<file path="config.mk">
export PLATFORM = sky130hd
export DESIGN_NAME = mem_sram_arbiter_flat
export DESIGN_NICKNAME = d
export VERILOG_FILES = /design/src/rtl/mem_pkg.sv /design/src/rtl/mem_sram_arbiter_if.sv /design/src/rtl/mem_arb_pick.sv /design/src/rtl/mem_sram_arbiter.sv /design/src/flat_wrapper.sv
export SDC_FILE = /design/constraint.sdc
export NUM_CORES = 1
export LEC_CHECK = 0
export ABC_AREA = 1
export BUFFER_PORTS_ARGS = -buffer_cell sky130_fd_sc_hd__buf_2
export CAP_MARGIN = 20
export CORE_AREA = 5 5 192 194
export CTS_BUF_LIST = sky130_fd_sc_hd__clkbuf_16
export DETAILED_ROUTE_END_ITERATION = 16
export DIE_AREA = 0 0 197 199
export RECOVER_POWER = 50
export SLEW_MARGIN = 30
export SYNTH_ARGS = -nofsm -noshare
export SYNTH_HDL_FRONTEND = slang
export SYNTH_SLANG_ARGS = --single-unit
</file>
<file path="constraint.sdc">
create_clock -name g_clk -period 2.39 [get_ports g_clk]
set_clock_uncertainty 0.1 [all_clocks]
set_input_delay 0.1195 -clock g_clk [delete_from_list [all_inputs] [get_ports g_clk]]
set_output_delay 0.1195 -clock g_clk [all_outputs]
set_load 0.02 [all_outputs]
</file>
<file path="src/rtl/mem_pkg.sv">
// rtl/mem_pkg.sv - shared constants and width helpers for the SRAM arbiter slice
package mem_pkg;

    localparam logic [0:0] MEM_ARB_IDLE = 1'b0;
    localparam logic [0:0] MEM_ARB_RESP = 1'b1;

    localparam logic [0:0] MEM_PORT_D = 1'b0;
    localparam logic [0:0] MEM_PORT_I = 1'b1;

    function automatic int mem_byte_lanes(input int width);
        return width / 8;
    endfunction

    function automatic int mem_lane_bits(input int width);
        return $clog2(width / 8);
    endfunction

endpackage

</file>
<file path="src/rtl/mem_sram_arbiter_if.sv">
// rtl/mem_sram_arbiter_if.sv - one requester port: request/grant plus held response channel
interface mem_sram_arbiter_if #(
    parameter int ADDR_W = 32,
    parameter int WIDTH  = 64
);
    logic                 req;
    logic                 gnt;
    logic [ADDR_W-1:0]    addr;
    logic                 wen;
    logic [WIDTH/8-1:0]   strb;
    logic [WIDTH-1:0]     wdata;
    logic                 rvalid;
    logic                 rready;
    logic [WIDTH-1:0]     rdata;
    logic                 err;

    modport master (
        output req, addr, wen, strb, wdata, rready,
        input  gnt, rvalid, rdata, err
    );

    modport slave (
        input  req, addr, wen, strb, wdata, rready,
        output gnt, rvalid, rdata, err
    );
endinterface

</file>
<file path="src/rtl/mem_arb_pick.sv">
// rtl/mem_arb_pick.sv - two-way priority pick; ptr names the port that wins a tie
module mem_arb_pick
    import mem_pkg::*;
(
    input  logic [1:0] req,
    input  logic       ptr,
    output logic [1:0] gnt
);

    always_comb begin
        gnt = 2'b00;
        if (ptr == MEM_PORT_I) begin
            if (req[1])      gnt = 2'b10;
            else if (req[0]) gnt = 2'b01;
        end else begin
            if (req[0])      gnt = 2'b01;
            else if (req[1]) gnt = 2'b10;
        end
    end

endmodule

</file>
<file path="src/rtl/mem_sram_arbiter.sv">
// rtl/mem_sram_arbiter.sv - two-port arbiter onto one registered-read SRAM, one access in flight
// MEM_ARB_ROUND_ROBIN_EN selects round robin; otherwise port 0 has fixed priority.
module mem_sram_arbiter
    import mem_pkg::*;
#(
    parameter int WIDTH  = 64,
    parameter int DEPTH  = 1024,
    parameter int ADDR_W = 32
) (
    input  logic                     g_clk,
    input  logic                     g_resetn,
    mem_sram_arbiter_if.slave        r0,
    mem_sram_arbiter_if.slave        r1,
    output logic                     m_cen,
    output logic [WIDTH/8-1:0]       m_wstrb,
    output logic [$clog2(DEPTH)-1:0] m_addr,
    output logic [WIDTH-1:0]         m_wdata,
    input  logic [WIDTH-1:0]         m_rdata,
    input  logic                     m_err
);

    localparam int LB = mem_lane_bits(WIDTH);
    localparam int AW = $clog2(DEPTH);
    localparam int NL = mem_byte_lanes(WIDTH);

    logic [0:0]        state;
    logic              owner_q;
    logic              wen_q;
    logic              oob_q;
    logic [1:0]        req;
    logic [1:0]        pick;
    logic [1:0]        gnt;
    logic              ptr;
    logic              xfer;
    logic              xfer_id;
    logic              slot_free;
    logic              owner_rvalid;
    logic              owner_rready;
    logic [ADDR_W-1:0] sel_addr;
    logic              sel_wen;
    logic              oob;
    logic              resp_err;
    logic [WIDTH-1:0]  resp_data;

    assign req = {r1.req, r0.req};

    mem_arb_pick u_pick (
        .req (req),
        .ptr (ptr),
        .gnt (pick)
    );

    assign owner_rvalid = (state == MEM_ARB_RESP);
    assign owner_rready = (owner_q == MEM_PORT_I) ? r1.rready : r0.rready;
    assign slot_free    = (state == MEM_ARB_IDLE) | (owner_rvalid & owner_rready);

    // Reset gates the grant so a requester held high through reset never sees gnt.
    assign gnt     = pick & {2{slot_free & g_resetn}};
    assign r0.gnt  = gnt[0];
    assign r1.gnt  = gnt[1];
    assign xfer    = |(req & gnt);
    assign xfer_id = gnt[1];

    assign sel_addr = xfer_id ? r1.addr : r0.addr;
    assign sel_wen  = xfer_id ? r1.wen  : r0.wen;
    assign oob      = (sel_addr >> (LB + AW)) != '0;

    assign m_cen   = xfer & ~oob;
    assign m_addr  = sel_addr[LB +: AW];
    assign m_wstrb = (xfer_id ? r1.strb : r0.strb) & {NL{sel_wen}};
    assign m_wdata = xfer_id ? r1.wdata : r0.wdata;

`ifdef MEM_ARB_ROUND_ROBIN_EN
    logic ptr_q;

    always_ff @(posedge g_clk) begin
        if (!g_resetn)  ptr_q <= MEM_PORT_D;
        else if (xfer)  ptr_q <= ~xfer_id;
    end

    assign ptr = ptr_q;
`else
    assign ptr = MEM_PORT_D;
`endif

    always_ff @(posedge g_clk) begin
        if (!g_resetn) begin
            state   <= MEM_ARB_IDLE;
            owner_q <= MEM_PORT_D;
            wen_q   <= 1'b0;
            oob_q   <= 1'b0;
        end else if (xfer) begin
            state   <= MEM_ARB_RESP;
            owner_q <= xfer_id;
            wen_q   <= sel_wen;
            oob_q   <= oob;
        end else if (slot_free) begin
            state   <= MEM_ARB_IDLE;
        end
    end

    // The SRAM is not re-enabled while a response is held, so m_rdata/m_err stay valid.
    assign resp_err  = oob_q | m_err;
    assign resp_data = (wen_q | resp_err) ? '0 : m_rdata;

    assign r0.rvalid = owner_rvalid & (owner_q == MEM_PORT_D);
    assign r1.rvalid = owner_rvalid & (owner_q == MEM_PORT_I);
    assign r0.rdata  = r0.rvalid ? resp_data : '0;
    assign r1.rdata  = r1.rvalid ? resp_data : '0;
    assign r0.err    = r0.rvalid & resp_err;
    assign r1.err    = r1.rvalid & resp_err;

endmodule

</file>
<file path="src/flat_wrapper.sv">
// flat-port wrapper written by rule: the top's interface ports become plain ports
module mem_sram_arbiter_flat import mem_pkg::*;
#(
    parameter int WIDTH  = 64,
    parameter int DEPTH  = 1024,
    parameter int ADDR_W = 32
)
  (g_clk, g_resetn, m_cen, m_wstrb, m_addr, m_wdata, m_rdata, m_err, r0_req, r0_addr, r0_wen, r0_strb, r0_wdata, r0_rready, r0_gnt, r0_rvalid, r0_rdata, r0_err, r1_req, r1_addr, r1_wen, r1_strb, r1_wdata, r1_rready, r1_gnt, r1_rvalid, r1_rdata, r1_err);
  mem_sram_arbiter_if #(.ADDR_W(ADDR_W), .WIDTH(WIDTH)) r0_i ();
  mem_sram_arbiter_if #(.ADDR_W(ADDR_W), .WIDTH(WIDTH)) r1_i ();
  input  logic g_clk;
  input  logic g_resetn;
  output logic m_cen;
  output logic [WIDTH/8-1:0] m_wstrb;
  output logic [$clog2(DEPTH)-1:0] m_addr;
  output logic [WIDTH-1:0] m_wdata;
  input  logic [WIDTH-1:0] m_rdata;
  input  logic m_err;
  input wire logic [$bits(r0_i.req)-1:0] r0_req;
  input wire logic [$bits(r0_i.addr)-1:0] r0_addr;
  input wire logic [$bits(r0_i.wen)-1:0] r0_wen;
  input wire logic [$bits(r0_i.strb)-1:0] r0_strb;
  input wire logic [$bits(r0_i.wdata)-1:0] r0_wdata;
  input wire logic [$bits(r0_i.rready)-1:0] r0_rready;
  output wire logic [$bits(r0_i.gnt)-1:0] r0_gnt;
  output wire logic [$bits(r0_i.rvalid)-1:0] r0_rvalid;
  output wire logic [$bits(r0_i.rdata)-1:0] r0_rdata;
  output wire logic [$bits(r0_i.err)-1:0] r0_err;
  input wire logic [$bits(r1_i.req)-1:0] r1_req;
  input wire logic [$bits(r1_i.addr)-1:0] r1_addr;
  input wire logic [$bits(r1_i.wen)-1:0] r1_wen;
  input wire logic [$bits(r1_i.strb)-1:0] r1_strb;
  input wire logic [$bits(r1_i.wdata)-1:0] r1_wdata;
  input wire logic [$bits(r1_i.rready)-1:0] r1_rready;
  output wire logic [$bits(r1_i.gnt)-1:0] r1_gnt;
  output wire logic [$bits(r1_i.rvalid)-1:0] r1_rvalid;
  output wire logic [$bits(r1_i.rdata)-1:0] r1_rdata;
  output wire logic [$bits(r1_i.err)-1:0] r1_err;
  assign r0_i.req = r0_req;
  assign r0_i.addr = r0_addr;
  assign r0_i.wen = r0_wen;
  assign r0_i.strb = r0_strb;
  assign r0_i.wdata = r0_wdata;
  assign r0_i.rready = r0_rready;
  assign r0_gnt = r0_i.gnt;
  assign r0_rvalid = r0_i.rvalid;
  assign r0_rdata = r0_i.rdata;
  assign r0_err = r0_i.err;
  assign r1_i.req = r1_req;
  assign r1_i.addr = r1_addr;
  assign r1_i.wen = r1_wen;
  assign r1_i.strb = r1_strb;
  assign r1_i.wdata = r1_wdata;
  assign r1_i.rready = r1_rready;
  assign r1_gnt = r1_i.gnt;
  assign r1_rvalid = r1_i.rvalid;
  assign r1_rdata = r1_i.rdata;
  assign r1_err = r1_i.err;
  mem_sram_arbiter #(.WIDTH(WIDTH), .DEPTH(DEPTH), .ADDR_W(ADDR_W)) u_core (.g_clk(g_clk), .g_resetn(g_resetn), .r0(r0_i), .r1(r1_i), .m_cen(m_cen), .m_wstrb(m_wstrb), .m_addr(m_addr), .m_wdata(m_wdata), .m_rdata(m_rdata), .m_err(m_err));
endmodule
</file>
==> impl_metrics.yaml <==
placement:
  place_ws_ps: 268
  io_buffers: 491
  gp_congestion: 0.896
  dpl.hpwl_mm: 18.2
  dpl.cell_count: 1496
drt:
  first_pass_iters: 4
  via_count: 5336
  antenna_left: 0
  wl_mm: 20.8
  wl_per_cell_um: 13.8
  first_iter_violations: 156
  drc: 0
  via_per_inst: 3.54
floorplanning:
  num_rows: 69
  pin_count: 498
  start_util_pct: 7.09
  core_um2: 35100
  dieWidth_um: 197
  die_y_um: 199
  die_area_um2: 39200
pwr:
  pwr-share-seq_pct: 6.1
  p_int_mw: 0.632
  cellLeakagePower_nw: 3.21
  switching_share_pct: 50.3
  p_clk_share_pct: 20.4
  power_frac_comb_pct: 73.5
  cellPowerDensity_nw_per_um2: 236
  p_switching_mw: 0.641
  power.total_mw: 1.27
  peakVddDrop_uv: 141
setup_path:
  crit_fanout: 84
  cp_top_family: "simple AND/OR/NAND/NOR gates"
  slowest_delay_ps: 310
  end_kind: "primary output"
  critPathRequiredTime_ps: 2170
  reg2reg_depth: 9
  critical_path_depth: 11
  path_cells: "inv_1 -> nand2_1 -> nand3_2 -> nand2_1 -> nor2_4 -> buf_12 -> nand2_1 -> nand2_1 -> nand2_1 -> inv_1 -> buf_2"
  path_class: "reg -> out"
  path_buf_inv: 4
  path_common_cell: "nand2_1"
  slowest_stage: "dfxtp_1"
  critical_path_arrival_ps: 1920
  worstSetupStartpointType: "register"
global_route:
  busiest_layer: "met2"
  grt_pass1_vias: 5085
  antenna_found_initial: 14
  grt.total_usage_pct: 9.27
  grtUsageMet1_pct: 10.2
  grt_use_met2_pct: 16.6
  grt_max_degree: 129
  grt_overflow: 0
  grt_pass1_wl_mm: 28.3
  grt_util_met3_pct: 2.95
clock_tree:
  cts_buffers: 3
  ctsHoldBuffers: 0
  cts_max_path_buffers: 2
  clk_pin_slew_ps: 30
  cts_tree: "yes"
  cts.sinks: 4
  h-tree-depth: 1
  cts-root-buf: "clkbuf_16"
  clk_latency_ps: 220
timing:
  rsz0062_at_grt: "no"
  timing.hold.ws_ps: 92.5
  min_period_ps: 2140
  max_freq_ghz: 0.466
  finalSetupViolCount: 0
  period_share_pct: 89.7
  setup_slack_ps: 246
  tns_ps: 0
  tightest_slew_ps: 879
  maxSlewViolCount: 0
  relSlewSlack_pct: 41.4
  finalHoldViolCount: 0
worst_hold_path:
  hp-class: "in -> reg"
  min_path_cells: 3
cells_and_area:
  mostFrequentLayoutCells: "buf_2 (391), nand2_1 (273), nor3_1 (128)"
  area_growth_pct: 117
  instances_no_fill: 1506
  nFillCells: 4165
  drive_above_1_share_pct: 39.5
  final_nets: 1322
  mostFrequentLayoutCell: "buf_2"
yosys:
  ys_top_cells_by_area: "nand2_1 (42%), nor3_1 (26%), inv_1 (13%), nor2_1 (4.2%), buf_2 (3.2%)"
  yosys.cell_types.count: 22
  synth.avg_cell_area_um2: 4.30
  synth_area_um2: 2490
  synthCells: 578
  yosysWarnings: 0
  ys_seq_area_share_pct: 3.22
  synth_top_area_share_pct: 41.5
  syn_nets: 859
  yosys.area.top_type: "nand2_1"
  synth_seq_cells: 4
status:
  status: "finished, final reports clean"
run:
  cap_violations: 0
-- worst register-to-register path, stage by stage, from the launching register on --
cell and delay, ps:
dfxtp_1 310, inv_1 110, nand2_1 70, nand3_2 90
nand4_1 80, buf_4 200, nand2_1 70, nand2_1 230
nor2_1 170, nor2_1 60
-- per-layer routing --
layer  up-vias  share of wire [%]  wire, µm
met5         -               0.30        62
met2       352                 48      9990
met4        10                3.4       713
li1       2679                  -         -
met1      2250                 37      7600
met3        45                 12      2400
-- stage by stage --
step                cell area (µm²)  util (%)
floorplan                      2490         -
global placement               5450      15.5
detailed placement             5450      15.5
CTS                            5520      15.8
global route                   5390      15.4
finish                         5390      15.4
-- repair_timing --
| item | in CTS | in global routing |
|---|---|---|
| gates resized for setup | 0 | 0 |
| buffers inserted | 0 | 1 |
| setup endpoints to repair | 0 | 61 |
-- cell usage after synthesis --
cell	count
nand2_1	275
nor3_1	128
inv_1	83
nor2_1	28
buf_2	16
clkbuf_1	12
buf_1	9
buf_4	8
dfxtp_1	4
a21oi_1	2
nand3_1	2
and2_0	1
buf_6	1
inv_2	1
nand2_2	1
nand3_2	1
nand3b_1	1
nand4_1	1
nor2_2	1
o211ai_1	1
o21ai_0	1
o31ai_1	1
-- flip-flops by register name, summed over array words and instances, names as in the netlist --
name                 count
u_core.owner_rvalid      1
u_core.owner_q           1
u_core.oob_q             1
u_core.wen_q             1
-- power groups by stage --
stage               registers [mW]  clock network (mW)  logic (mW)
floorplan                   0.0769                   0       0.507
global placement            0.0791                   0       0.944
detailed placement          0.0791                   0       0.956
CTS                         0.0783               0.265       0.961
global route                0.0787               0.271        1.03
finish                      0.0780               0.259       0.935
-- final cells by class --
cell class,instances,area [µm²],area share [%]
inverter,84,315,5.85
clock buffer,3,75.1,1.39
timing repair buffer,504,2450,45.5
antenna,6,15.0,0.279
tap,461,577,10.7
sequential,4,80.1,1.49
multi-input combinational,444,1880,34.8
-- path summary, 6_finish.rpt --
check                                         start                   to  slack [ps]
worst max register to register       u_core.owner_q         u_core.wen_q         780
worst min register to register  u_core.owner_rvalid  u_core.owner_rvalid         460
worst min-delay path                       g_resetn         u_core.wen_q          90
worst max-delay path                 u_core.owner_q           m_wstrb[7]         250
-- kinds of logic (layout without fill, tap and decap cells) --
family / after synthesis / after routing / synth area share (%)
buffers and inverters: 130 / 591 / 21.9
other: 0 / 6 / 0
AND/OR/NAND/NOR: 439 / 439 / 73.6
flip-flops: 4 / 4 / 3.22
AO/OA/AOI/OAI: 5 / 5 / 1.21
Power figures use the tool's default switching activity.
